===== src/rtl/ms_timer_pkg.sv =====
// Shared types and constants for the millisecond timer scheduler.
package ms_timer_pkg;

  localparam int unsigned DEF_CLK_HZ  = 50_000_000;
  localparam int unsigned DEF_TICK_HZ = 1000;

  typedef enum logic {
    CH_IDLE = 1'b0,
    CH_RUN  = 1'b1
  } ch_state_e;

  // Clock cycles per tick; CLK_HZ must be an integer multiple of TICK_HZ.
  function automatic int unsigned calc_div(input int unsigned clk_hz,
                                           input int unsigned tick_hz);
    return clk_hz / tick_hz;
  endfunction

endpackage


===== src/rtl/tick_prescaler.sv =====
// Free-running divider producing a one-cycle tick enable every DIV clocks.
module tick_prescaler #(
  parameter  int unsigned DIV = 10,
  localparam int unsigned PW  = $clog2(DIV)
) (
  input  logic          cin,
  input  logic          rst_n,
  input  logic          enable,
  output logic          tick_en,
  output logic [PW-1:0] presc
);

  localparam logic [PW-1:0] LAST = PW'(DIV - 1);

  logic [PW-1:0] presc_d, presc_q;

  // NOTE: combinational blocks assign a default to every output first so no latch is inferred.
  always_comb begin
    presc_d = presc_q;
    if (enable) begin
      presc_d = (presc_q == LAST) ? '0 : presc_q + 1'b1;
    end
  end

  // NOTE: state registers use non-blocking assignments so all flops update together on the edge.
  always_ff @(posedge cin or negedge rst_n) begin
    if (!rst_n) presc_q <= '0;
    else        presc_q <= presc_d;
  end

  assign tick_en = enable && (presc_q == LAST);
  assign presc   = presc_q;

endmodule


===== src/rtl/ms_timer_scheduler.sv =====
// Shared 1 ms tick plus NCH one-shot/periodic countdown channels with load and cancel.
module ms_timer_scheduler
  import ms_timer_pkg::*;
#(
  parameter  int unsigned CLK_HZ  = DEF_CLK_HZ,
  parameter  int unsigned TICK_HZ = DEF_TICK_HZ,
  parameter  int unsigned NCH     = 4,
  parameter  int unsigned CNT_W   = 16,
  localparam int unsigned CH_W    = $clog2(NCH)
) (
  input  logic             cin,
  input  logic             rst_n,
  input  logic             enable,
  input  logic             load_valid,
  output logic             load_ready,
  input  logic [CH_W-1:0]  load_ch,
  input  logic [CNT_W-1:0] load_ms,
  input  logic             load_periodic,
  input  logic [NCH-1:0]   cancel,
  output logic [NCH-1:0]   active,
  output logic [NCH-1:0]   expired,
  output logic             tick,
  output logic [31:0]      ms_count
);

  localparam int unsigned DIV = calc_div(CLK_HZ, TICK_HZ);
  localparam int unsigned PW  = $clog2(DIV);

  logic          tick_en;
  logic [PW-1:0] presc;
  logic          unused_presc;

  tick_prescaler #(.DIV(DIV)) u_presc (
    .cin     (cin),
    .rst_n   (rst_n),
    .enable  (enable),
    .tick_en (tick_en),
    .presc   (presc)
  );

  // presc is kept visible for debug; nothing downstream consumes it.
  assign unused_presc = ^presc;

  // Holding off loads during tick_en keeps a load and a decrement from ever colliding.
  assign load_ready = !tick_en;

  logic             load_fire;
  logic [CNT_W-1:0] load_val;

  assign load_fire = load_valid && load_ready;
  assign load_val  = (load_ms == '0) ? CNT_W'(1) : load_ms;

  logic        tick_d, tick_q;
  logic [31:0] ms_count_d, ms_count_q;

  always_comb begin
    tick_d     = tick_en;
    ms_count_d = ms_count_q + (tick_en ? 32'd1 : 32'd0);
  end

  always_ff @(posedge cin or negedge rst_n) begin
    if (!rst_n) begin
      tick_q     <= 1'b0;
      ms_count_q <= '0;
    end else begin
      tick_q     <= tick_d;
      ms_count_q <= ms_count_d;
    end
  end

  assign tick     = tick_q;
  assign ms_count = ms_count_q;

  for (genvar i = 0; i < NCH; i++) begin : g_ch
    localparam logic [CH_W-1:0] IDX = CH_W'(i);

    ch_state_e        state_d, state_q;
    logic [CNT_W-1:0] rem_d, rem_q, reload_d, reload_q;
    logic             per_d, per_q, exp_d, exp_q;

    always_comb begin
      state_d  = state_q;
      rem_d    = rem_q;
      reload_d = reload_q;
      per_d    = per_q;
      exp_d    = 1'b0;
      if (load_fire && (load_ch == IDX)) begin
        state_d  = CH_RUN;
        rem_d    = load_val;
        reload_d = load_val;
        per_d    = load_periodic;
      end else if (cancel[i]) begin
        state_d = CH_IDLE;
      end else if (tick_en && (state_q == CH_RUN)) begin
        if (rem_q == CNT_W'(1)) begin
          exp_d = 1'b1;
          if (per_q) rem_d   = reload_q;
          else       state_d = CH_IDLE;
        end else begin
          rem_d = rem_q - 1'b1;
        end
      end
    end

    // NOTE: rem/reload are cleared on reset too so the channel never starts from X in simulation.
    always_ff @(posedge cin or negedge rst_n) begin
      if (!rst_n) begin
        state_q  <= CH_IDLE;
        rem_q    <= '0;
        reload_q <= '0;
        per_q    <= 1'b0;
        exp_q    <= 1'b0;
      end else begin
        state_q  <= state_d;
        rem_q    <= rem_d;
        reload_q <= reload_d;
        per_q    <= per_d;
        exp_q    <= exp_d;
      end
    end

    assign active[i]  = (state_q == CH_RUN);
    assign expired[i] = exp_q;
  end

endmodule


===== config.mk =====
export PLATFORM = sky130hd
export DESIGN_NAME = ms_timer_scheduler
export DESIGN_NICKNAME = d
export VERILOG_FILES = /design/src/rtl/ms_timer_pkg.sv /design/src/rtl/tick_prescaler.sv /design/src/rtl/ms_timer_scheduler.sv
export SDC_FILE = /design/constraint.sdc
export NUM_CORES = 1
export LEC_CHECK = 0
export CORE_MARGIN = 2
export CORE_UTILIZATION = 60
export CTS_CLUSTER_DIAMETER = 200
export DETAILED_ROUTE_END_ITERATION = 6
export PLACE_DENSITY = 0.88
export SKIP_CTS_REPAIR_TIMING = 1
export SLEW_MARGIN = 25
export SYNTH_ARGS = -nofsm -noshare
export SYNTH_HDL_FRONTEND = slang
export SYNTH_HIERARCHICAL = 1
export SYNTH_SLANG_ARGS = --single-unit

===== constraint.sdc =====
create_clock -name cin -period 3.68 [get_ports cin]
set_clock_uncertainty 0.15 [all_clocks]
set_input_delay 0.92 -clock cin [delete_from_list [all_inputs] [get_ports cin]]
set_output_delay 0.92 -clock cin [all_outputs]
set_load 0.01 [all_outputs]

==> impl_metrics.toml <==
[logic_synthesis]
synthFlopType = "dfrtp_1"
muxShareOfSynthArea_pct = 0.725
ys_types = 75
synth_warnings = 6
synth_top_cell_area_share_pct = 47.3
synth_seq_cells = 189
synthCells = 1069
syn_nets = 1107
syn_avg_cell_area_sq_um = 9.36
synth_top_family_by_area = "simple AND/OR/NAND/NOR gates"
synth_top_area_cell = "dfrtp_1"
synthXorXnorAreaFrac_pct = 6.65
synth_seq_area_share_pct = 47.3
synth_edf_count = 0
synth.area.top_cells = "dfrtp_1 (47%), nand2_1 (9.6%), xnor2_1 (4.1%)"
synth_compound_area_share_pct = 12.5
syn-cell-area_sq_um = 10000
synth-simple-area-share_pct = 27.6
ys_async_sr_fraction_pct = 100
synth_adder_area_share_pct = 1.38

[power_and_ir_drop]
power_frac_seq_pct = 48.7
swShare_pct = 30.4
switchingPower_mw = 1.68
peakVddDrop_mv = 0.371
comb_power_share_pct = 16.3
p_leak_nw = 5.28
power_density_nw_per_um2 = 474
power_frac_clock_pct = 34.9
intPower_mw = 3.85

[final_layout]
mostFrequentLayoutCells = "nand2_1 (257), dfrtp_1 (189), clkdlybuf4s50_1 (67)"
finalNetCount = 1184
fin_area_sq_um = 11700
area_delta_synth_final_pct = 16.7
seq_area_sq_um = 4730
final_common_cell = "nand2_1"
drive_gt1_share_pct = 10.6
n_fill_cell = 1162
multiInputGateArea_sq_um = 4910

[floorplan]
die_height_microns = 133
die_x_microns = 133
dieArea_sq_um = 17700
core_sq_um = 16500
initial_core_util_pct = 60.8
row_count = 47
io_pins = 69

[clock_tree]
htree_levels = 4
clk_pin_slew_ns = 0.07
clock_latency_ns = 0.44
cts_buffers = 17
cts_tree = "built"
cts_buffer_depth = 2
cts_root_buf = "clkbuf_16"
clkSinkCount = 189

[timing]
maxSlewViolCount = 0
slew-limit-headroom_pct = 43.1
rsz0062_at_grt = "no"
worst_pin_slew_ns = 0.850
setup_viol = 0
finalSetupTns_ns = 0
min_period_ns = 3.54
max_freq_mhz = 283
hold_viol_final = 0
finalCritPeriodShare_pct = 96.2

[worst_setup_path]
worstRegToRegCells = 10
timing.rr.end = "ms_count[18]"
critPathMaxFanout = 2
r2r_setup_slack_ns = 0.74
critPathKind = "primary input to output pin"
worst_setup_path_start_kind = "primary input"
cp_data_required_time_ns = 2.61
cp.arrival_ns = 2.47
crit_path_end_kind = "output pin"
r2r_start = "u_presc/presc[0]"

[run]
maxCapViolCount = 0

[global_routing]
grt_util_all_layers_pct = 30.4
grt_pass1_vias = 8555
antenna_found_initial = 0
grt.overflow.total = 0
grt_max_degree = 72
grt_first_pass_wirelength_microns = 42900

[drt]
vias = 8758
via_per_inst = 6.35
drc = 0
ant_nets = 0
drt_wl_total_microns = 26100
drt_iter0_drc = 1074
wl_per_cell_microns = 18.9
first_pass_iters = 5

[hold_path]
hold_path.class = "primary input to async pin"

[placement]
io_buffer_count = 68
finalWeightedCongestion = 0.893
dp_hpwl_microns = 17000
placed_cell_area_sq_um = 11100

[status]
outcome = "completed"
[state kept, by name, summed over array words and instances, names as in the netlist]
register       cells
g_ch.rem_q        64
g_ch.reload_q     64
g_ch.exp_q         4
tick               1
g_ch.state_q       4
ms_count          32
g_ch.per_q         4
u_presc/presc     16
[cell families after synthesis]
kind of cell / count (synthesis)
XOR/XNOR: 76
AO/OA/AOI/OAI: 171
flip-flops: 189
multiplexers: 7
buffers and inverters: 78
adder cells (fa/ha/maj): 11
AND/OR/NAND/NOR: 537
[synthesized netlist by cell type (all sizes together) (28+ instances only)]
library cell	instances
nor2	54
o21ai	28
nand3	54
clkbuf	29
buf	30
dfrtp	189
nor3	31
a21oi	35
nand2	258
xnor2	47
nand4	28
xor2	29
[power groups by stage]
stage	combinational [mW]	clock [mW]	sequential [mW]
floorplan	0.659	0	2.61
global placement	0.842	0	2.70
detailed placement	0.884	0	2.71
CTS	0.897	1.94	2.68
global route	1.01	2.03	2.73
finish	0.903	1.93	2.69
[cell type report]
class / instances / area share [%]
Sequential cell: 189 / 40.5
Clock buffer: 18 / 3.76
Antenna cell: 1 / 0.0214
Timing Repair Buffer: 117 / 9.12
Tap cell: 220 / 2.36
Inverter: 19 / 0.611
Multi-Input combinational cell: 802 / 42.1
Clock inverter: 14 / 1.53
[worst max path at each step]
stage	from	endpoint	slack [ns]	depth (start not counted)
global route	enable	load_ready	0.09	5
global placement	enable	load_ready	0.16	5
CTS	enable	load_ready	0.14	5
floorplan	enable	g_ch[3].rem_q[15]	0.55	12
finish	enable	load_ready	0.14	5
detailed placement	enable	load_ready	0.15	5
[stage by stage]
| stage | utilization, % | setup WS (ns) | std cells | total power [mW] | hold slack (ns) |
|---|---|---|---|---|---|
| 3_5_place_dp | 67.1 | 0.153 | 1347 | 3.59 | 0.313 |
| 4_1_cts | 70.9 | 0.138 | 1379 | 5.52 | 0.322 |
| 5_1_grt | 70.9 | 0.0926 | 1379 | 5.77 | 0.346 |
| 6_report | 70.9 | 0.142 | 1380 | 5.53 | 0.327 |
| 3_3_place_gp | 67.1 | 0.155 | 1347 | 3.54 | 0.308 |
| 2_1_floorplan | - | 0.553 | 1069 | 3.27 | 0.285 |
[critical path, cell delays in order]
cell and delay, ns:
clkdlybuf4s50_1 0.41, and4_2 0.25, and4_1 0.22, inv_2 0.12, clkdlybuf4s50_1 0.55
[layer usage]
metal	track usage, %	up-vias	part of all wire (%)
met5	0	-	0
met4	15.4	0	4.4
met3	7.00	99	8.2
met2	47.8	430	47
met1	40.0	4290	40
li1	-	3939	-
No activity file was read; power rests on OpenSTA's default activity.
